--- src/rtl/mac_seq_ctrl.sv ---
// mac_seq_ctrl: initiator side of the MAC operand/accumulator interface.
// Takes a job of `len` operand pairs over a valid/ready stream, feeds the
// pairs into the MAC through registered mac_a/mac_b/mac_clr_n, waits for the
// accumulator to settle, reduces mac_acc to OUT_W bits and returns it on a
// valid/ready result port.
//
// Handshake semantics (both streams): a transfer happens on a rising edge
// where valid and ready are both high. The producer holds its payload and
// valid until that edge; ready is registered here and never depends
// combinationally on valid.
//
// Build option MAC_SEQ_SAT_EN:
//   defined   -> result is mac_acc signed-saturated to OUT_W bits, sat flags clipping
//   undefined -> result is mac_acc[OUT_W-1:0] (wraps), sat is always 0
//
// The MAC sign-extends product bit 15, so pairs whose product is >= 0x8000
// accumulate as negative numbers. That is MAC behaviour and is passed through
// unchanged here.
module mac_seq_ctrl #(
  parameter int DATA_W = 8,
  parameter int ACC_W  = 26,
  parameter int LEN_W  = 8,
  parameter int OUT_W  = 16
) (
  input  logic              clk,
  input  logic              rst_n,
  input  logic              start,
  input  logic [LEN_W-1:0]  len,
  output logic              busy,
  input  logic              op_vld,
  output logic              op_rdy,
  input  logic [DATA_W-1:0] op_a,
  input  logic [DATA_W-1:0] op_b,
  output logic [DATA_W-1:0] mac_a,
  output logic [DATA_W-1:0] mac_b,
  output logic              mac_clr_n,
  input  logic [ACC_W-1:0]  mac_acc,
  output logic              res_vld,
  input  logic              res_rdy,
  output logic [OUT_W-1:0]  res,
  output logic              sat
);

  typedef enum logic [1:0] {
    ST_IDLE  = 2'd0,
    ST_RUN   = 2'd1,
    ST_DRAIN = 2'd2,
    ST_OUT   = 2'd3
  } state_e;

  state_e              state_q, state_d;
  logic [LEN_W-1:0]    cnt_q, cnt_d;
  logic                drain_q, drain_d;
  logic [DATA_W-1:0]   mac_a_q, mac_a_d;
  logic [DATA_W-1:0]   mac_b_q, mac_b_d;
  logic                mac_clr_n_q, mac_clr_n_d;
  logic                op_rdy_q, op_rdy_d;
  logic                res_vld_q, res_vld_d;
  logic [OUT_W-1:0]    res_q, res_d;
  logic                sat_q, sat_d;

  logic [OUT_W-1:0]    red_res;
  logic                red_sat;

`ifdef MAC_SEQ_SAT_EN
  // Largest and smallest OUT_W-bit signed values, widened to the accumulator.
  localparam logic signed [ACC_W-1:0] SAT_MAX =
    {{(ACC_W-OUT_W+1){1'b0}}, {(OUT_W-1){1'b1}}};
  localparam logic signed [ACC_W-1:0] SAT_MIN =
    {{(ACC_W-OUT_W+1){1'b1}}, {(OUT_W-1){1'b0}}};

  logic signed [ACC_W-1:0] acc_s;
  assign acc_s = signed'(mac_acc);

  // Signed saturation of the accumulator into the result range.
  always_comb begin
    red_res = mac_acc[OUT_W-1:0];
    red_sat = 1'b0;
    if (acc_s > SAT_MAX) begin
      red_res = {1'b0, {(OUT_W-1){1'b1}}};
      red_sat = 1'b1;
    end else if (acc_s < SAT_MIN) begin
      red_res = {1'b1, {(OUT_W-1){1'b0}}};
      red_sat = 1'b1;
    end
  end
`else
  // Plain truncation; the upper accumulator bits are intentionally dropped.
  logic unused_acc_hi;
  assign unused_acc_hi = ^mac_acc[ACC_W-1:OUT_W];
  assign red_res       = mac_acc[OUT_W-1:0];
  assign red_sat       = 1'b0;
`endif

  // Next-state and next-output logic for the job sequencer.
  always_comb begin
    state_d     = state_q;
    cnt_d       = cnt_q;
    drain_d     = drain_q;
    mac_a_d     = '0;
    mac_b_d     = '0;
    mac_clr_n_d = mac_clr_n_q;
    op_rdy_d    = op_rdy_q;
    res_vld_d   = res_vld_q;
    res_d       = res_q;
    sat_d       = sat_q;

    unique case (state_q)
      ST_IDLE: begin
        mac_clr_n_d = 1'b0;
        op_rdy_d    = 1'b0;
        // A zero-length request is simply dropped.
        if (start && (len != '0)) begin
          cnt_d       = len;
          state_d     = ST_RUN;
          mac_clr_n_d = 1'b1;
          op_rdy_d    = 1'b1;
        end
      end

      ST_RUN: begin
        mac_clr_n_d = 1'b1;
        if (op_vld && op_rdy_q) begin
          mac_a_d = op_a;
          mac_b_d = op_b;
          cnt_d   = cnt_q - LEN_W'(1);
          // Final pair: drop ready now so no extra pair slips in.
          if (cnt_q == LEN_W'(1)) begin
            state_d  = ST_DRAIN;
            op_rdy_d = 1'b0;
            drain_d  = 1'b0;
          end
        end
      end

      ST_DRAIN: begin
        mac_clr_n_d = 1'b1;
        if (!drain_q) begin
          // First edge moves the last pair into the accumulator.
          drain_d = 1'b1;
        end else begin
          // Accumulator now holds the full job; capture it.
          res_d       = red_res;
          sat_d       = red_sat;
          res_vld_d   = 1'b1;
          mac_clr_n_d = 1'b0;
          state_d     = ST_OUT;
        end
      end

      ST_OUT: begin
        mac_clr_n_d = 1'b0;
        if (res_rdy) begin
          res_vld_d = 1'b0;
          state_d   = ST_IDLE;
        end
      end

      default: begin
        state_d     = ST_IDLE;
        mac_clr_n_d = 1'b0;
        op_rdy_d    = 1'b0;
        res_vld_d   = 1'b0;
      end
    endcase
  end

  // State and registered outputs; reset returns everything to idle immediately.
  always_ff @(posedge clk or negedge rst_n) begin
    if (!rst_n) begin
      state_q     <= ST_IDLE;
      cnt_q       <= '0;
      drain_q     <= 1'b0;
      mac_a_q     <= '0;
      mac_b_q     <= '0;
      mac_clr_n_q <= 1'b0;
      op_rdy_q    <= 1'b0;
      res_vld_q   <= 1'b0;
      res_q       <= '0;
      sat_q       <= 1'b0;
    end else begin
      state_q     <= state_d;
      cnt_q       <= cnt_d;
      drain_q     <= drain_d;
      mac_a_q     <= mac_a_d;
      mac_b_q     <= mac_b_d;
      mac_clr_n_q <= mac_clr_n_d;
      op_rdy_q    <= op_rdy_d;
      res_vld_q   <= res_vld_d;
      res_q       <= res_d;
      sat_q       <= sat_d;
    end
  end

  assign busy      = (state_q != ST_IDLE);
  assign op_rdy    = op_rdy_q;
  assign mac_a     = mac_a_q;
  assign mac_b     = mac_b_q;
  assign mac_clr_n = mac_clr_n_q;
  assign res_vld   = res_vld_q;
  assign res       = res_q;
  assign sat       = sat_q;

endmodule

--- config.mk ---
export PLATFORM = sky130hd
export DESIGN_NAME = mac_seq_ctrl
export DESIGN_NICKNAME = d
export VERILOG_FILES = /design/src/rtl/mac_seq_ctrl.sv
export SDC_FILE = /design/constraint.sdc
export NUM_CORES = 1
export LEC_CHECK = 0
export CORE_ASPECT_RATIO = 1.2
export CORE_UTILIZATION = 42
export DETAILED_ROUTE_END_ITERATION = 10
export GPL_TIMING_DRIVEN = 0
export PLACE_DENSITY_LB_ADDON = 0.08
export REMOVE_ABC_BUFFERS = 1
export SLEW_MARGIN = 10
export SYNTH_ARGS = -nofsm -noshare
export SYNTH_HDL_FRONTEND = slang
export SYNTH_SLANG_ARGS = --single-unit
export TNS_END_PERCENT = 1
--- constraint.sdc ---
create_clock -name clk -period 2.7 [get_ports clk]
set_input_delay 0.405 -clock clk [delete_from_list [all_inputs] [get_ports clk]]
set_output_delay 0.405 -clock clk [all_outputs]
set_load 0.01 [all_outputs]
==> metrics.md, run 1 <==
| Metric | Value |
|---|---|
| Synth Register Bits | 46 |
| GP Congestion | ~0.93 |
| Ant. Diodes | 0 |
| Area Overhead vs Synth | 44.46% |
| Crit path from | state_q[0] |
| Pwr Total | between 2 and 3 mW |
| Detailed Route Iter0 Violations | between 70 and 80 |
| Peak supply drop | 0.5181 mV |
| DIE HEIGHT | roughly 80 um |
| First-pass iteration count of the detailed router | 4 |
| Synth Instances | ~180 |
| Starting utilization of the core area | between 40% and 50% |
| Setup TNS | 0 ns |
| Ports | 92 |
| TritonCTS clock tree | built |
| Status | finished clean |
| H-Tree Depth | 2 |
| First-pass GRT wire length | about 7700 um |
| YS warnings | 0 |
| Most frequent cells in the layout | clkdlybuf4s50_1 (79), dfrtp_1 (46), and2_1 (17) |
| Die area | between 0.005 and 0.006 mm^2 |
| Count of pins over their slew limit | 0 |
| CTS clk-pin slew, worst paths | approximately 0.08 ns |
| Layout cells sized above 1 | around an eighth |
| Remaining antenna violation count | 0 |
| Clk pwr share | a little over an eighth |
| Cell Pwr Density | around 950 mW/mm^2 |
| CORE AREA | roughly 0.0049 mm^2 |
| Crit path arrival time | approximately 2.0 ns |
| PortBufs | 80 |
| Flop pwr share | roughly 38% |
| Most area-consuming cells after synthesis | dfrtp_1 (54%), mux2_2 (8.5%), and2_1 (5.0%) |
| NetSw | a little over 1 mW |
| RSZ-0062 raised after global routing | false |
| Via/cell ratio | 5.216 |
| Achievable Freq | 0.4250 GHz |
| Clock Skew | roughly 0.0019 ns |
| Synth cell types | 45 |
| Drc violations | 0 |
| Total gr overflow | 0 |
| Num Clock Sinks | 46 |
| CTS Buf Count | 5 |
| Crit path max fanout | 11 |
| CP Data Required Time | approximately 2.3 ns |
| Vias in the first global route | roughly 1.6k |
| Max-slew headroom | a little under three fifths |
| Max clock buf depth | 2 |
| Max cap viols | 0 |
| EDFF count, synth | 0 |
| Post-synthesis sequential area ratio | ~54% |
| Final HPWL DP | about 3400 um |
| Switching power share of the total | around a third |
| Leak | 1.316 nW |
| Hold Path Class | primary input to asynchronous set/reset pin |
| Synthesized area | between 0.002 and 0.0025 mm^2 |
| Clock latency on the worst-skew pair | between 0.2 and 0.3 ns |
| Final WL | roughly 4700 um |
| Worst setup EP type | output pin |
| Initial antenna violation count | 0 |
| Fin crit period | around 2.4 ns |
| Syn Area/Cell | 11.87 um^2 |
| Routed vias | approximately 1.7k |
| Root Buffer | clkbuf_8 |
| Final core utilization | 62.58% |
| P_int | about 1.9 mW |
| Largest area contributor in the netlist | dfrtp_1 |
| Nets@finish | 322 |
| Proportion of netlist area held by the largest area contributor | between 50 and 60% |
| Die W | 66.93 um |
| Crit path kind | flop to output pin |
| Logic gate share of total power | between 40% and 50% |
| FP Rows | 28 |
| Largest net degree at the start of global routing | 28 |
| Worst-Margin Slew | about 0.64 ns |
| RR Startpoint | state_q[1] |
| Post-CTS Hold Fix Bufs | 0 |
| Post_cts resized | 0 |
| Gr usage total | 19.13% |
| Final hold viol count | 0 |
| Period utilization | 87.14% |
| Startpoint Class | flop |
| Routed len/inst | ~15 um |
| Async set or reset register ratio after synthesis | 100.0% |
| Postcts setup bufs | 0 |
| Top_reg_cell synth | dfrtp_1 |
| Commonest non-fill, non-tap cell in the layout | clkdlybuf4s50_1 |
| Final Setup Violations | 0 |
==> metal layers <==
| layer | GRT usage (%) | wire length, um |
|---|---|---|
| met3 | 4.571 | 405 |
| met2 | 29.29 | 2126 |
| met5 | 0 | 0 |
| met1 | 25.32 | 2035 |
| met4 | 8.511 | 86 |
==> through the flow <==
step                area (um^2)  std cells  hold WS [ns]  worst slack [ns]
CTS                        3063        320       0.07747            0.1632
global route               3069        320       0.08980           0.05925
finish                     3069        320       0.06501            0.3472
detailed placement         2984        313        0.3996            0.1846
global placement           2969        312        0.4850           -0.1075
floorplan                  2093        172        0.1094            0.6714
==> power groups by stage <==
stage | sequential [mW] | clock (mW) | combinational, mW
floorplan | 1.17 | 0 | 0.763
global placement | 1.11 | 0 | 1.41
detailed placement | 1.11 | 0 | 1.43
CTS | 1.10 | 0.419 | 1.43
global route | 1.14 | 0.448 | 1.55
finish | 1.10 | 0.394 | 1.43
==> flip-flops by register name, indices dropped and copies added (netlist names) <==
register,cells
mac_clr_n,1
mac_b,8
state_q,2
cnt_q,8
res_vld,1
op_rdy,1
mac_a,8
drain_q,1
res,16
==> final cells by class <==
type / count / area, um^2
fillers: 419 / 1836
clock buffers: 5 / 68.82
repair buffers: 81 / 815.8
clock inverters: 2 / 10.01
inverters: 9 / 33.78
multi-input cells: 117 / 914.6
well taps: 60 / 75.07
flip-flops and latches: 46 / 1151
==> cell families (layout without fill, tap and decap cells) <==
logic type,Yosys count,after routing,synth area share (%)
muxes,20,20,10.60
AOI/OAI and AO/OA,33,33,12.66
other,1,1,0.1765
DFF,46,46,54.18
adders and majority gates,7,7,4.122
buffers and inverters,16,97,3.062
and+or+nand+nor,56,56,15.19
==> path summary, 6_finish.rpt <==
kind                       endpoint  slack, ns  cells past startpoint
setup / recovery               busy       0.35                      4
hold reg to reg              res[3]       0.51                      1
max in group asynchronous   res_vld       2.13                      2
hold / removal             mac_b[2]       0.07                      1
min in group clk             res[3]       0.51                      1
setup reg to reg           cnt_q[5]       0.35                      6
==> cells in the mapped netlist (4+ instances only) <==
library cell	instances
o21ai_0	4
clkbuf_1	5
mux2_2	16
dfrtp_1	46
a21oi_1	7
and2_1	17
inv_1	9
nand2_1	7
ha_1	7
nor2_1	10
==> critical path: stages (launching register included) <==
cell and delay (ns):
dfrtp_1 0.41, inv_1 0.13, ha_1 0.46, inv_1 0.16, clkdlybuf4s50_1 0.51
Note: power is estimated with default switching activity, not from simulation.
==> run 2: changes to the inputs <==
- REMOVE_ABC_BUFFERS: 1 -> unset
- TNS_END_PERCENT: 1 -> unset
==> metrics.md, run 2 (same netlist as run 1, synthesis figures left out) <==
| Metric | Value |
|---|---|
| Status | finished clean |
| CP peak stage delay | 0.48 ns (-0.03 ns) |
| Starting utilization of the core area | 43.32% (unchanged) |
| Final WS setup | 0.2890 ns (-0.05821 ns) |
| Crit path kind | flop to flop |
| CORE AREA | 0.004905 mm^2 (unchanged) |
| Ant. Diodes | 0 (unchanged) |
| Clock latency on the worst-skew pair | 0.29 ns (about the same) |
| GP Congestion | 0.9213 (-0.92%) |
| Clock Skew | 0.004767 ns (+0.002830 ns) |
| PortBufs | 80 (unchanged) |
| Post_cts resized | 0 (unchanged) |
| Slowest cell on the critical path | a2bb2oi_1 |
| First-pass iteration count of the detailed router | 4 (unchanged) |
| Fin crit period | 2.411 ns (+0.05821 ns) |
| Period utilization | 89.30% (+2.2 points) |
| First-pass GRT wire length | 8017 um (+4.7%) |
| Num Clock Sinks | 46 (unchanged) |
| Startpoint Class | flop |
| Final hold viol count | 0 (unchanged) |
| Root Buffer | clkbuf_8 |
| Dpl ws | 0.1619 ns (-0.02274 ns) |
| Die W | 66.93 um (unchanged) |
| Final Setup Violations | 0 (unchanged) |
| Vias in the first global route | 1678 (+7.6%) |
| TritonCTS clock tree | built |
| Worst-Margin Slew | 0.5894 ns (-0.05287 ns) |
| H-Tree Depth | 2 (unchanged) |
| Peak supply drop | 0.3867 mV (-25%) |
| Ports | 92 (unchanged) |
| Drc violations | 0 (unchanged) |
| Die area | 0.005348 mm^2 (unchanged) |
| Most frequent cells in the layout | clkdlybuf4s50_1 (79), dfrtp_1 (46), and2_1 (17) |
| FF+latch area | 0.001151 mm^2 (unchanged) |
| Crit path max fanout | 10 (-1) |
| R2R Setup Slk | 0.29 ns (-0.06 ns) |
| Hold WS | 0.06281 ns (-0.002197 ns) |
| Total gr overflow | 0 (unchanged) |
| CP Data Required Time | 2.89 ns (+0.59 ns) |
| Routed len/inst | 14.97 um (+3.0%) |
| Commonest non-fill, non-tap cell in the layout | clkdlybuf4s50_1 |
| Hold Path Class | primary input to asynchronous set/reset pin |
| Detailed Route Iter0 Violations | 75 (-5.1%) |
| Postcts setup bufs | 0 (unchanged) |
| FP Rows | 28 (unchanged) |
| Placed cells | 320 (+2.2%) |
| Final WL | 4911 um (+5.5%) |
| Multi-input gate area | 908.4 um^2 (-0.68%) |
| Max-slew headroom | 60.56% (+3.5 points) |
| Layout cells sized above 1 | 11.94% (-0.37 points) |
| Routed vias | 1747 (+4.7%) |
| RSZ-0062 raised after global routing | false |
| Finished Layout Cells | 328 (+2.5%) |
| Final HPWL DP | 3633 um (+5.4%) |
| Syn nets | ~240 |
| Max cap viols | 0 (unchanged) |
| Crit path from | state_q[0] |
| Initial antenna violation count | 0 (unchanged) |
| Achievable Freq | 0.4148 GHz (-2.4%) |
| Count of pins over their slew limit | 0 (unchanged) |
| Pwr Total | 3.056 mW (+4.6%) |
| DIE HEIGHT | 79.91 um (unchanged) |
| Max reg flops | 16 (unchanged) |
| CTS Buf Count | 5 (unchanged) |
| Cell Pwr Density | 978.8 mW/mm^2 (+2.9%) |
| Crit path cell chain | inv_1 -> ha_1 -> clkbuf_1 -> nand2b_1 -> a2bb2oi_1 -> nand2_1 -> a211o_1 |
| Area Overhead vs Synth | 46.94% |
| Crit path arrival time | 2.60 ns (+0.65 ns) |
| RR Startpoint | state_q[0] |
| Largest net degree at the start of global routing | 28 (unchanged) |
| Remaining antenna violation count | 0 (unchanged) |
| Fillers | 414 (-1.2%) |
| Gr usage total | 20.30% (+1.2 points) |
| CTS clk-pin slew, worst paths | 0.08 ns (about the same) |
| Max clock buf depth | 2 (unchanged) |
| Leak | 1.340 nW (+1.9%) |
| Worst setup EP type | flop |
| Post-CTS Hold Fix Bufs | 0 (unchanged) |
| Nets@finish | 329 (+2.2%) |
| Via/cell ratio | 5.326 (+2.1%) |
## run 2: cell types whose count changed in the layout (fill, tap and decap cells not counted)
cell / before / now
a2bb2oi_2: 1 / 0
buf_4: 0 / 1
a2bb2oi_1: 0 / 1
clkbuf_1: 0 / 7
clkinv_2: 2 / 0
buf_2: 1 / 2
bufinv_16: 0 / 1
## run 2: worst paths after layout
check / to / cells past startpoint
min in group clk: res[3] / 1
setup reg to reg: cnt_q[3] / 7
hold reg to reg: res[3] / 1
setup / recovery: cnt_q[3] / 7
max in group asynchronous: mac_b[5] / 2
hold / removal: mac_b[2] / 1
## run 2: layout make-up
type / instances / share of cell area, %
Clock inverter: 1 / 0.9619
Tap cell: 60 / 2.405
Sequential cell: 46 / 36.87
Inverter: 9 / 1.082
Multi-Input combinational cell: 117 / 29.10
Buffer: 7 / 1.002
Clock buffer: 7 / 2.445
Timing Repair Buffer: 81 / 26.13
## run 2: power by group
part | internal, mW | total [mW] | switching [mW]
Clock | 0.277 | 0.500 | 0.222
Sequential | 0.939 | 1.11 | 0.172
Combinational | 0.798 | 1.44 | 0.647
## run 2: critical path, delay by kind of cell, from the launching register on
family                     cells  cell delay [ns]
and+or+nand+nor                2             0.36
AOI/OAI and AO/OA              2             0.81
adders and majority gates      1             0.18
DFF                            1             0.41
buffers and inverters          2             0.54
## run 2: layer usage
| layer | vias up | GRT usage (%) | part of all wire, % |
|---|---|---|---|
| met4 | 0 | 8.936 | 2.7 |
| met3 | 15 | 6.571 | 8.3 |
| li1 | 813 | - | - |
| met1 | 827 | 23.97 | 39 |
| met2 | 92 | 33.13 | 50 |
| met5 | - | 0 | 0 |
## run 2: metrics by stage
step           util (%)  cell area (um^2)  TNS, ns
2_1_floorplan         -              2125        0
3_3_place_gp      61.17              3000   -3.541
3_5_place_dp      61.48              3015        0
4_1_cts           63.65              3122        0
5_1_grt           63.65              3122        0
6_report          63.65              3122        0
==> variant 1 (settings of run 1) <==
The parameter `LEN_W` goes from 8 to 16.
--- a/src/rtl/mac_seq_ctrl.sv
+++ b/src/rtl/mac_seq_ctrl.sv
@@ -20,5 +20,5 @@
   parameter int DATA_W = 8,
   parameter int ACC_W  = 26,
-  parameter int LEN_W  = 8,
+  parameter int LEN_W  = 16,
   parameter int OUT_W  = 16
 ) (
Interface: changed (resized len); port bits go from 92 to 100. The function was not compared with the original's and may differ.
==> variant 1 against run 1 <==
  * Clock skew rose by 0.0055 ns
  * Worst setup slack got worse by 0.30 ns
  * Area after synthesis rose by 29%
  * Maximum frequency fell by 11%
  * Total power rose by 27%
  * Global-route usage rose by 1.4 points
  * Design area rose by 23%
  * Routed wire length rose by 41%
  * Sequential cell count rose by 8
  * Largest power group unchanged
  * Highest routed layer unchanged
==> variant 1: results (changes against run 1) <==
synth unique cells=48 (+6.7%); pre-CTS setup slack=-0.6221 ns (-0.8067 ns); share of the yosys chip area belonging to registers=49.36% (-4.8 points); Die Width=75.70 um (+13%); fraction of area in multi-input gates=34.15% (+4.3 points); worst r2r src=cnt_q[0]$_DFFE_PN0P_; FF/Latch Area=1351 um^2 (+17%); gr usage total=20.49% (+1.4 points); CP max FO=15 (+4); status=complete, no violations; fill count=546 (+30%); clk_skew=0.007444 ns (+0.005508 ns); vias in the first global route=2,287 (+47%); Buffers on Ports=88 (+10%); most frequent cells after synthesis=54 x dfrtp_1, 17 x a21oi_1, 17 x nor2_1; share of power burned in registers=36.8% (-0.8 points); first-pass GRT wire length=10,750 um (+40%); met1 usage=25.70% (+0.38 points); RePlAce Congestion=0.7923 (-15%); final setup margin=0.04662 ns (-0.3006 ns); Leak=1.527 nW (+16%); Resized cells post-CTS=4 (+4); main area contributors after synthesis=dfrtp_1 49%, mux2_2 6.6%, and2_1 3.7%; largest net degree at the start of global routing=34 (+21%); Setup crit end=state_q[1]$_DFFE_PN0P_; drt initial violations=90 (+14%); Vias/cell=5.386 (+3.3%); Cell Pwr Density=976.6 nW/um^2 (+2.6%); # clk buffers=6 (+1); Gate Count Post-Synth=258 (+44%); CP top delay family=simple AND/OR/NAND/NOR gates; GR Util met3=3.125% (-1.4 points); later-pin clock latency in the skew report=0.31 ns (+0.02 ns); clock share of power=15.0% (+1.5 points); switch share=37.09% (+2.4 points); placed cell area=3654 um^2 (+22%); Crit. Startpoint=len[2]; final WL=6557 um (+41%); met2 Track Usage GR=34.90% (+5.6 points); multi-input gates=182 (+56%)
variant 1: cell types whose count changed in the layout (fill, tap and decap cells not counted), sizes merged, moves of 6 or more:
| cell | run 1 | this run |
|---|---|---|
| nor3 | 2 | 10 |
| o31ai | 0 | 6 |
| clkdlybuf4s50 | 79 | 87 |
| a21oi | 7 | 18 |
| nor4 | 0 | 8 |
| dfrtp | 46 | 54 |
| nor2 | 10 | 18 |
| nand2 | 7 | 16 |
variant 1: how the worst min path moves through the flow:
stage | slack (ns) | cells past startpoint | endpoint
6_report | 0.07 | 1 | res[4]$_DFFE_PN0P_
5_1_grt | 0.11 | 1 | res[8]$_DFFE_PN0P_
4_1_cts | 0.08 | 1 | cnt_q[12]$_DFFE_PN0P_
3_5_place_dp | 0.43 | 1 | res[7]$_DFFE_PN0P_
3_3_place_gp | 0.49 | 1 | res[5]$_DFFE_PN0P_
2_1_floorplan | 0.11 | 0 | cnt_q[0]$_DFFE_PN0P_
variant 1: worst register-to-register path, stage by stage, from the launching register on:
cell,delay (ns)
dfrtp_1,0.43
inv_1,0.10
ha_1,0.20
nor3b_1,0.50
nand3_1,0.24
or4_1,0.46
o31ai_1,0.22
a221oi_1,0.11
variant 1: routing by layer:
layer | vias up | share of wire [%]
met4 | 0 | 1.8
met1 | 1100 | 45
li1 | 1089 | -
met3 | 13 | 5.0
met2 | 71 | 49
met5 | - | 0
variant 1: kinds of logic (layout without fill, tap and decap cells):
group	count (synthesis)	count (layout)	synth area share [%]
compound gates	53	53	14.35
flops	54	54	49.36
simple gates	100	100	20.38
fa+ha+maj	7	7	3.199
other cells	1	1	0.1370
mux	21	21	8.455
buf+inv	22	104	4.113
==> variant 2 (config.mk and constraints of run 1) <==
Made on the original files. Make the reset (`rst_n`) synchronous in one clocked block.
--- a/src/rtl/mac_seq_ctrl.sv
+++ b/src/rtl/mac_seq_ctrl.sv
@@ -167,5 +167,5 @@
 
   // State and registered outputs; reset returns everything to idle immediately.
-  always_ff @(posedge clk or negedge rst_n) begin
+  always_ff @(posedge clk) begin
     if (!rst_n) begin
       state_q     <= ST_IDLE;
Formal check against the unedited RTL: differs if rst_n is asserted again (counterexample within 4 cycles, from zero or initial values and one cycle with rst_n low); with rst_n held inactive, the same outputs for 10 cycles.
==> variant 2 against run 1 <==
  * Utilization up 3.6 points
  * Sequential share of layout area down 5.6 points
  * Largest power group unchanged
  * Routed wire length increased by 2.9%
  * Area after synthesis shrank 8.7%
  * Worst setup slack better by 0.032 ns
  * Total power shrank 21%
  * Count of clock-buffer cells in the layout increased by 1
  * Sequential cell count unchanged
  * Design area decreased by 6.0%
==> variant 2: results (changes against run 1) <==
vias=1,831 (+9.7%); gr usage total=20.09% (+0.96 points); async set-reset flop share out of synthesis=0% (-100 points); wire length per cell=13.42 um (-7.7%); Synth Flop Type=dfxtp_1; Gate Count Post-Synth=223 (+25%); Worst Hold Class=reg -> reg; HPWL after detailed placement=3387 um (-1.7%); main area contributors after synthesis=dfxtp_1 47%, nand2_1 9.5%, a21oi_1 6.7%; share of layout cells above drive strength 1=5.316% (-7.0 points); Nets=362 (+12%); largest net degree at the start of global routing=26 (-7.1%); status=complete, no violations; met3 wire length=394 um (-2.7%); drt initial violations=151 (+91%); clk_skew=0.005025 ns (+0.003089 ns); slew at the pin closest to its max-slew limit=0.7444 ns (+0.1022 ns); max FFs per register=16 (unchanged); synth unique cells=42 (-6.7%); n_diodes=0 (unchanged); CTS buffer count=5 (unchanged); CTS H-tree depth=2 (unchanged); DR WL met2=2235 um (+5.1%); 1st-pass router iterations=4 (unchanged); Resized cells post-CTS=1 (+1); Critical Path Max Stage Delay=0.86 ns (+0.35 ns); most frequent cells after synthesis=49 x nand2_1, 46 x dfxtp_1, 26 x a21oi_1, 18 x and2_1, 10 x nor2_1; CP arrival=2.56 ns (+0.61 ns); CP max FO=25 (+14); share of the yosys chip area belonging to registers=47.45% (-6.7 points); final WL=4790 um (+2.9%); fill count=398 (-5.0%); placed cell count=349 (+12%); placed cell area=2770 um^2 (-7.2%); vias in the first global route=1,731 (+11%); first-pass GRT wire length=7831 um (+2.2%); RePlAce Congestion=0.8343 (-10%); VDD IR max=466.3 uV (-10%); DRT met1 WL=2067 um (+1.6%); pre-CTS setup slack=-0.3822 ns (-0.5668 ns); Switch Pwr=0.8242 mW (-19%); Leak=1.061 nW (-19%)
## variant 2: cells by family (layout without fill, tap and decap cells)
group | count (synthesis) | count (layout) | synth area share, %
buffers and inverters | 20 | 98 | 4.062
muxes | 2 | 2 | 1.032
adders and majority gates | 7 | 7 | 4.513
and+or+nand+nor | 92 | 92 | 22.82
DFF | 46 | 46 | 47.45
other | 1 | 1 | 0.1932
AOI/OAI and AO/OA | 55 | 55 | 19.92
## variant 2: final cells by class
| cell class | count | area [um^2] | area share (%) |
|---|---|---|---|
| Inverter | 10 | 37.54 | 1.301 |
| Tap cell | 56 | 70.07 | 2.428 |
| Sequential cell | 46 | 920.9 | 31.92 |
| Clock inverter | 2 | 37.54 | 1.301 |
| Clock buffer | 6 | 72.57 | 2.515 |
| Multi-Input combinational cell | 157 | 945.9 | 32.78 |
| Timing Repair Buffer | 80 | 800.8 | 27.75 |
## variant 2: critical path: cells and delay by family
kind / cells / cell delay (ns)
simple gates: 2 / 0.93
buf+inv: 2 / 1.22
## variant 2: metal layers
| layer | vias to the layer above | GRT usage, % |
|---|---|---|
| met4 | 0 | 8.409 |
| met1 | 812 | 25.02 |
| met3 | 10 | 3.743 |
| met2 | 90 | 33.40 |
| met5 | - | 0 |
| li1 | 919 | - |
## variant 2: worst paths after layout
path                                              start                    to  slack (ns)  depth (start not counted)
worst max register to register  state_q[1]$_SDFFE_PN0P_   mac_a[3]$_SDFF_PN0_        0.44                          5
worst max-delay path                              rst_n   mac_a[3]$_SDFF_PN0_        0.38                          4
worst min-delay path               res[12]$_SDFFE_PN0P_  res[12]$_SDFFE_PN0P_        0.46                          2
worst min register to register     res[12]$_SDFFE_PN0P_  res[12]$_SDFFE_PN0P_        0.46                          2
## variant 2: power by group through the flow
stage	registers [mW]	logic (mW)	clock network [mW]
after detailed placement	0.882	0.906	0
after global routing	0.885	1.02	0.543
after CTS	0.868	0.913	0.520
final	0.870	0.923	0.505
after global placement	0.878	0.899	0
after floorplan	0.870	0.625	0
